`src/rtl/i2c_xfer_sequencer.sv`:
```
`timescale 1ns/1ps
`default_nettype none
// ============================================================================
// Module   : i2c_xfer_sequencer
// Purpose  : Runs one whole I2C transaction on top of a byte-level master
//            engine. It sends the address byte with START, then the data bytes,
//            and the last data byte carries STOP. If the slave NACKs, it
//            finishes the transfer with a dummy STOP byte.
// Ports    : cmd_*     - command in (address, R/W, length), valid/ready
//            wdata_*   - write byte stream in, valid/ready
//            rdata_*   - read byte stream out, valid/ready
//            rsp_*     - per-transaction status/count out, valid/ready
//            busy      - high whenever not idle
//            eng_*     - byte engine request/response
// Revision : 1.0 - initial release
// ============================================================================
module i2c_xfer_sequencer #(
    parameter int LEN_W = 8
) (
    input  logic             clk,
    input  logic             resetn,
    input  logic             cmd_valid,
    output logic             cmd_ready,
    input  logic             cmd_rw,
    input  logic [6:0]       cmd_addr,
    input  logic [LEN_W-1:0] cmd_len,
    input  logic             wdata_valid,
    output logic             wdata_ready,
    input  logic [7:0]       wdata,
    output logic             rdata_valid,
    input  logic             rdata_ready,
    output logic [7:0]       rdata,
    output logic             rsp_valid,
    input  logic             rsp_ready,
    output logic [1:0]       rsp_status,
    output logic [LEN_W-1:0] rsp_count,
    output logic             busy,
    output logic             eng_start,
    input  logic             eng_idle,
    input  logic             eng_done,
    output logic [1:0]       eng_mode,
    output logic             eng_dir,
    output logic [7:0]       eng_tx_byte,
    input  logic [7:0]       eng_rx_byte,
    input  logic             eng_resp_err
);

    localparam logic [3:0] c_S_IDLE       = 4'd0;
    localparam logic [3:0] c_S_ADDR       = 4'd1;
    localparam logic [3:0] c_S_ADDR_WAIT  = 4'd2;
    localparam logic [3:0] c_S_DATA_FETCH = 4'd3;
    localparam logic [3:0] c_S_DATA_ISSUE = 4'd4;
    localparam logic [3:0] c_S_DATA_WAIT  = 4'd5;
    localparam logic [3:0] c_S_RD_HOLD    = 4'd6;
    localparam logic [3:0] c_S_ABORT      = 4'd7;
    localparam logic [3:0] c_S_ABORT_WAIT = 4'd8;
    localparam logic [3:0] c_S_RESP       = 4'd9;

    localparam logic [1:0] c_MODE_START  = 2'b00;
    localparam logic [1:0] c_MODE_STOP   = 2'b01;
    localparam logic [1:0] c_MODE_NORMAL = 2'b10;

    localparam logic [1:0] c_ST_OK        = 2'b00;
    localparam logic [1:0] c_ST_ADDR_NACK = 2'b01;
    localparam logic [1:0] c_ST_DATA_NACK = 2'b10;
    localparam logic [1:0] c_ST_BAD_LEN   = 2'b11;

    localparam logic [LEN_W-1:0] c_LEN_ONE = LEN_W'(1);

    logic [3:0]       r_state;
    logic [3:0]       w_next;
    logic             r_rw;
    logic [LEN_W-1:0] r_remaining;
    logic [LEN_W-1:0] r_count;
    logic [1:0]       r_status;
    logic             r_nack;
    logic [7:0]       r_tx;
    logic [7:0]       r_rdata;
    logic             w_last;
    logic             w_nack_now;

    // w_last looks at the count before it is decremented. In RD_HOLD the
    // count has already been decremented, so that state checks for zero.
    assign w_last     = (r_remaining == c_LEN_ONE);
    // A NACK pulse can arrive in the same cycle as eng_done.
    assign w_nack_now = r_nack | eng_resp_err;

    assign busy        = (r_state != c_S_IDLE);
    assign eng_tx_byte = r_tx;
    assign rdata       = r_rdata;
    assign rsp_status  = r_status;
    assign rsp_count   = r_count;

    // State register
    always_ff @(posedge clk or negedge resetn) begin
        if (!resetn) begin
            r_state <= c_S_IDLE;
        end else begin
            r_state <= w_next;
        end
    end

    // Next-state logic
    always_comb begin
        w_next = r_state;
        case (r_state)
            c_S_IDLE: begin
                if (cmd_valid) begin
                    w_next = (cmd_len == '0) ? c_S_RESP : c_S_ADDR;
                end
            end
            c_S_ADDR: begin
                if (eng_idle) w_next = c_S_ADDR_WAIT;
            end
            c_S_ADDR_WAIT: begin
                if (eng_done) begin
                    if (w_nack_now)  w_next = c_S_ABORT;
                    else if (r_rw)   w_next = c_S_DATA_ISSUE;
                    else             w_next = c_S_DATA_FETCH;
                end
            end
            c_S_DATA_FETCH: begin
                if (wdata_valid) w_next = c_S_DATA_ISSUE;
            end
            c_S_DATA_ISSUE: begin
                if (eng_idle) w_next = c_S_DATA_WAIT;
            end
            c_S_DATA_WAIT: begin
                if (eng_done) begin
                    if (r_rw)            w_next = c_S_RD_HOLD;
                    else if (w_last)     w_next = c_S_RESP;   // STOP already on the bus
                    else if (w_nack_now) w_next = c_S_ABORT;
                    else                 w_next = c_S_DATA_FETCH;
                end
            end
            c_S_RD_HOLD: begin
                if (rdata_ready) begin
                    w_next = (r_remaining == '0) ? c_S_RESP : c_S_DATA_ISSUE;
                end
            end
            c_S_ABORT: begin
                if (eng_idle) w_next = c_S_ABORT_WAIT;
            end
            c_S_ABORT_WAIT: begin
                if (eng_done) w_next = c_S_RESP;
            end
            c_S_RESP: begin
                if (rsp_ready) w_next = c_S_IDLE;
            end
            default: w_next = c_S_IDLE;
        endcase
    end

    // Output decode
    always_comb begin
        cmd_ready   = 1'b0;
        wdata_ready = 1'b0;
        rdata_valid = 1'b0;
        rsp_valid   = 1'b0;
        eng_start   = 1'b0;
        eng_mode    = c_MODE_NORMAL;
        eng_dir     = 1'b0;
        case (r_state)
            c_S_IDLE:       cmd_ready   = 1'b1;
            c_S_ADDR: begin
                eng_start = 1'b1;
                eng_mode  = c_MODE_START;
            end
            c_S_DATA_FETCH: wdata_ready = 1'b1;
            c_S_DATA_ISSUE: begin
                eng_start = 1'b1;
                eng_dir   = r_rw;
                eng_mode  = w_last ? c_MODE_STOP : c_MODE_NORMAL;
            end
            c_S_RD_HOLD:    rdata_valid = 1'b1;
            c_S_ABORT: begin
                // Dummy receive: the master NACKs it and then sends STOP.
                eng_start = 1'b1;
                eng_mode  = c_MODE_STOP;
                eng_dir   = 1'b1;
            end
            c_S_RESP:       rsp_valid   = 1'b1;
            default: ;
        endcase
    end

    // Transaction datapath
    always_ff @(posedge clk or negedge resetn) begin
        if (!resetn) begin
            r_rw        <= 1'b0;
            r_remaining <= '0;
            r_count     <= '0;
            r_status    <= c_ST_OK;
            r_nack      <= 1'b0;
            r_tx        <= 8'h00;
            r_rdata     <= 8'h00;
        end else begin
            case (r_state)
                c_S_IDLE: begin
                    if (cmd_valid) begin
                        r_rw        <= cmd_rw;
                        r_remaining <= cmd_len;
                        r_count     <= '0;
                        r_status    <= (cmd_len == '0) ? c_ST_BAD_LEN : c_ST_OK;
                        r_nack      <= 1'b0;
                        r_tx        <= {cmd_addr, cmd_rw};
                    end
                end
                c_S_ADDR_WAIT: begin
                    if (eng_resp_err) r_nack <= 1'b1;
                    if (eng_done) begin
                        r_nack <= 1'b0;
                        if (w_nack_now) begin
                            r_status <= c_ST_ADDR_NACK;
                            r_tx     <= 8'hFF;
                        end
                    end
                end
                c_S_DATA_FETCH: begin
                    if (wdata_valid) r_tx <= wdata;
                end
                c_S_DATA_WAIT: begin
                    // A NACK on a receive byte comes from the master, so it is ignored.
                    if (!r_rw && eng_resp_err) r_nack <= 1'b1;
                    if (eng_done) begin
                        r_nack <= 1'b0;
                        if (r_rw) begin
                            r_rdata     <= eng_rx_byte;
                            r_count     <= r_count + c_LEN_ONE;
                            r_remaining <= r_remaining - c_LEN_ONE;
                        end else if (w_nack_now) begin
                            r_status <= c_ST_DATA_NACK;
                            if (!w_last) r_tx <= 8'hFF;
                        end else begin
                            r_count     <= r_count + c_LEN_ONE;
                            r_remaining <= r_remaining - c_LEN_ONE;
                        end
                    end
                end
                default: ;
            endcase
        end
    end

endmodule
`default_nettype wire

```
`config.mk`:
```
export PLATFORM = sky130hd
export DESIGN_NAME = i2c_xfer_sequencer
export DESIGN_NICKNAME = d
export VERILOG_FILES = /design/src/rtl/i2c_xfer_sequencer.sv
export SDC_FILE = /design/constraint.sdc
export NUM_CORES = 1
export LEC_CHECK = 0
export CORE_MARGIN = 2
export CORE_UTILIZATION = 50
export CTS_BUF_LIST = sky130_fd_sc_hd__clkbuf_2 sky130_fd_sc_hd__clkbuf_4 sky130_fd_sc_hd__clkbuf_8
export DETAILED_ROUTE_END_ITERATION = 8
export DONT_BUFFER_PORTS = 1
export PLACE_DENSITY_LB_ADDON = 0.08
export SYNTH_ARGS = -nofsm -noshare
export SYNTH_HDL_FRONTEND = slang
export SYNTH_SLANG_ARGS = --single-unit
```
`constraint.sdc`:
```
create_clock -name clk -period 2.7 [get_ports clk]
set_clock_uncertainty 0.15 [all_clocks]
set_input_delay 0.27 -clock clk [delete_from_list [all_inputs] [get_ports clk]]
set_output_delay 0.27 -clock clk [all_outputs]
set_load 0.03 [all_outputs]
```
Word level (Yosys, flattened, before mapping)
Cells that the tools add are included.
- bits in registers: 40
- bits of input ports: 41
- add/subtract/negate cells: 2
- eq/ne operators: 27
- muxes and demuxes: 59
- bitwise logic cells: 1
- reduce and logical (&&, ||, !) cells: 17
- operators with widths (kind ; number):
    $mux W8 ; 16
    $mux W4 ; 14
    $pmux W4 S10 ; 1
    $pmux W8 S2 ; 2
    $pmux W8 S4 ; 1
    $ne A2 B2 Y1 const B ; 14
    $eq A4 B3 Y1 const B ; 4
    $logic_not A8 Y1 ; 2
    $mux W2 ; 8
    $pmux W2 S3 ; 2
    $mux W1 ; 10
    $reduce_and A10 Y1 ; 1
    $mux W3 ; 3
    $ne A3 B3 Y1 const B ; 3
    $reduce_and A9 Y1 ; 1
    $add A8 B1 Y8 const B ; 1
    $eq A4 B2 Y1 const B ; 2
    $eq A4 B4 Y1 const B ; 2
    $eq A8 B1 Y1 const B ; 1
    $reduce_and A4 Y1 ; 2
    $reduce_bool A4 Y1 ; 2
    $sub A8 B1 Y8 const B ; 1
    $reduce_and A7 Y1 ; 1
    $eq A4 B1 Y1 const B ; 1
    11 further kinds ; 11

Logic depth before layout (Yosys ltp)
- depth after elaboration: 6
- mapped depth: 8
- mapped depth without buffers: 6

Worst setup path after synthesis
Ideal clock, no wire load.
- kind: register to register
- start point: reg r_state[0]
- end point: reg r_state[3]
- arrival: 2456 ps
- required time: 2484 ps
- setup slack: 28 ps
- stages on the path, launching flop included: 8
- buffers on the path: 2
- cell sequence: dfrtp_1 buf_2 clkbuf_1 nor4bb_1 nand4_1 o31ai_1 o2111a_1 o32a_1
- longest elaborated chain between the ends: 3
- ends and longest elaborated chain (what ; RTL line ; source):
    start: declaration ; 70 ; logic [3:0] r_state;
    start signal: assignment ; 97 ; r_state <= c_S_IDLE;
    start signal: assignment ; 99 ; r_state <= w_next;
    $eq A4 B2 Y1 (tied with other cells) ; 106 ; case (r_state)
    $ne A2 B2 Y1 (no line) ; - ;
    $reduce_and A10 Y1 (no line) ; - ;
Parallel ways exist; a longest one is shown, timed or not.
A chain may end at the register's enable or synchronous reset.

Worst setup path in the final report
- start point: reg r_state[2]
- end point: out wdata_ready
- longest elaborated chain between the ends: 2
- ends and longest elaborated chain (what ; RTL line ; source):
    $eq A4 B2 Y1 ; 163 ; case (r_state)
    $mux W1 ; 163 ;
    end: declaration ; 28 ; output logic wdata_ready,
Every way passes these cells.

==> flow_metrics.tcl <==
set metrics [dict create \
    cap_violations 0 \
    swShare 0.478 \
    fp.coreArea_sq_um 4790 \
    finalSetupTns_ns 0 \
    start_util 0.524 \
    avgSynthCellArea_sq_um 9.40 \
    finish.net_count 333 \
    crit_fanout 12 \
    p_per_area_nw_per_um2 1310 \
    finalCritPeriodShare 0.901 \
    firstDrtPassIters 4 \
    netlist_area_sq_um 2510 \
    numCtsBuffers 5 \
    top_level_ports 76 \
    maxSlewViolCount 0 \
    die-area_sq_um 5600 \
    io_buffers 0 \
    cp.required_ns 2.28 \
    cts_resized 0 \
    pwr-share-seq 0.380 \
    rsz0062_at_grt "false" \
    synthArstFlopShare 1.00 \
    drc 0 \
    grt_overflow_total 0 \
    diodes 0 \
    ys_ff_latch 40 \
    p_sw_mw 1.81 \
    intPower_mw 1.98 \
    grt_pass1_vias 1977 \
    worst_pin_slew_ns 0.570 \
    slew-limit-headroom 0.618 \
    ant_nets 0 \
    placed_area_sq_um 2630 \
    fmax_mhz 411 \
    fin_crit_ns 2.43 \
    drtIter0Drc 182 \
    fin_area_sq_um 2890 \
    yosysWarnings 0 \
    hpwl_mm 4.39 \
    setup_viol 0 \
    reg2reg_slack_ns 0.30 \
    end_kind "primary output" \
    grt_pass1_wl_mm 9.74 \
    postCtsHoldBufs 15 \
    power_leakage_nw 1.25 \
    combPwrFrac 0.504 \
    die_x_um 74.9 \
    drive_gt1_frac 0.197 \
    ys_seq_area_frac 0.399 \
    ctsLongestPathBuffers 2 \
    critical_path_arrival_ns 2.01 \
    dieHeight_um 74.9 \
    synth_ff_type "dfrtp_1" \
    synth.distinct_cells 61 \
    clk_pin_slew_ns 0.09 \
    outcome "completed" \
    cts_setup_buffers 0 \
    cp-start-kind "register" \
    clkSinkCount 40 \
    cts_max_level 2 \
    vias 2142 \
    finalWirelength_mm 6.21 \
    clkPwrFrac 0.117 \
    wl_per_cell_um 17.4 \
    holdWs_ns 0.0190 \
    area_growth_pct 15.1 \
    grt_max_degree 41 \
    hold_path_class "in2reg" \
    syn_nets 311 \
    fp-row-count 25 \
    crit_type "reg2out" \
    antenna_found_initial 0 \
    cts_root_buffer "clkbuf_8" \
    vdd_drop_max_mv 0.630 \
    vias_per_cell 6.00 \
    clkLatencyLatePin_ns 0.30 \
    synth_edf_count 0 \
    grt_usage 0.230 \
    cts_tree "yes" \
    gp_congestion 0.932 \
    finalHoldViolations 0 \
    syn_inst 267 \
]
cell type report:
type / count / area [sq um]
fillers: 429 / 1900
repair buffers: 29 / 265
inverters: 10 / 37.5
clock buffers: 7 / 90.1
flip-flops and latches: 40 / 1000
multi-input cells: 203 / 1400
well taps: 67 / 83.8
clock inverters: 1 / 7.51
path summary, 6_finish.rpt:
| kind | end | cells past startpoint | from |
|---|---|---|---|
| setup / recovery | wdata_ready | 6 | r_state[2]$_DFFE_PN0P_ |
| hold / removal | r_remaining[1]$_DFFE_PN0P_ | 1 | cmd_len[1] |
| setup reg to reg | r_state[1]$_DFFE_PN0P_ | 5 | r_state[0]$_DFFE_PN0P_ |
| hold reg to reg | r_remaining[7]$_DFFE_PN0P_ | 2 | r_remaining[7]$_DFFE_PN0P_ |
| max in group asynchronous | r_remaining[6]$_DFFE_PN0P_ | 2 | resetn |
| min in group asynchronous | rsp_count[7]$_DFFE_PN0P_ | 2 | resetn |
per-stage QoR:
step	power (mW)	std cells	setup WS, ns	util
2_1_floorplan	2.92	267	0.0277	-
3_3_place_gp	3.28	334	0.385	0.550
3_5_place_dp	3.31	334	0.340	0.550
4_1_cts	3.79	357	0.257	0.604
5_1_grt	4.04	357	0.148	0.604
6_report	3.79	357	0.266	0.604
logic make-up after synthesis:
| family | synth area share |
|---|---|
| adder cells (fa/ha/maj) | 0.0150 |
| XOR/XNOR | 0.0105 |
| AND/OR/NAND/NOR | 0.243 |
| multiplexers | 0.125 |
| flip-flops | 0.399 |
| AO/OA/AOI/OAI | 0.164 |
| buffers and inverters | 0.0444 |
worst max-delay path, stage by stage (launching register included):
cell and delay [ns]:
dfrtp_1 0.60, buf_4 0.22, nor2_1 0.09, nand3_2 0.13, buf_4 0.18, clkinv_1 0.24
buf_4 0.26
layer usage:
layer / share of wire / up-vias / GRT usage
met1: 0.45 / 1042 / 0.301
met4: 0.015 / 0 / 0.0774
li1: - / 1015 / -
met5: 0 / - / 0
met3: 0.072 / 8 / 0.0643
met2: 0.47 / 77 / 0.368
sequential cells by signal, summed over array words and instances (netlist names):
name and flops:
eng_tx_byte 8, r_nack 1, r_remaining 8, r_rw 1, r_state 4, rdata 8
rsp_count 8, rsp_status 2
synth_stat cells, types with 3 or more instances:
cell / count / area share
o21ai_0: 15 / 0.030
nand3_1: 15 / 0.030
a21oi_1: 11 / 0.022
mux2_2: 14 / 0.063
or3_1: 5 / 0.012
a21o_1: 4 / 0.012
nand2b_1: 3 / 0.0075
inv_1: 9 / 0.013
ha_1: 3 / 0.015
mux2_4: 9 / 0.054
buf_2: 5 / 0.010
nor3_1: 5 / 0.010
nand2_1: 35 / 0.052
nor3b_1: 3 / 0.0090
a221o_1: 5 / 0.020
clkbuf_1: 6 / 0.0090
nor2_1: 24 / 0.036
xnor2_1: 3 / 0.010
dfrtp_1: 40 / 0.40
power by group through the flow:
stage	sequential, mW	clock, mW	combinational [mW]
floorplan	1.29	0	1.62
global placement	1.44	0	1.84
finish	1.44	0.443	1.91
detailed placement	1.45	0	1.86
CTS	1.44	0.453	1.91
global route	1.48	0.481	2.09
cells in the final DEF (no fill, tap or decap), types with 2 or more instances in the layout:
| cell type | instances |
|---|---|
| ha_1 | 3 |
| nand2_1 | 35 |
| and3_1 | 2 |
| o31a_1 | 2 |
| nand4_1 | 2 |
| nor4_1 | 2 |
| o32a_1 | 2 |
| a21o_1 | 4 |
| mux2_2 | 14 |
| xnor2_1 | 3 |
| o21bai_1 | 2 |
| or3_1 | 5 |
| nand3_1 | 15 |
| nor3_1 | 5 |
| nor3b_1 | 3 |
| mux2i_1 | 2 |
| nand2b_1 | 3 |
| o21ai_0 | 15 |
| nor2_1 | 24 |
| mux2_4 | 9 |
| buf_4 | 14 |
| a21oi_1 | 11 |
| clkbuf_8 | 6 |
| or4_1 | 2 |
| a221o_1 | 5 |
| dfrtp_1 | 40 |
| o22ai_1 | 2 |
| inv_1 | 9 |
| o21a_1 | 2 |
| dlygate4sd3_1 | 14 |
(Power assumes the default switching activity.)
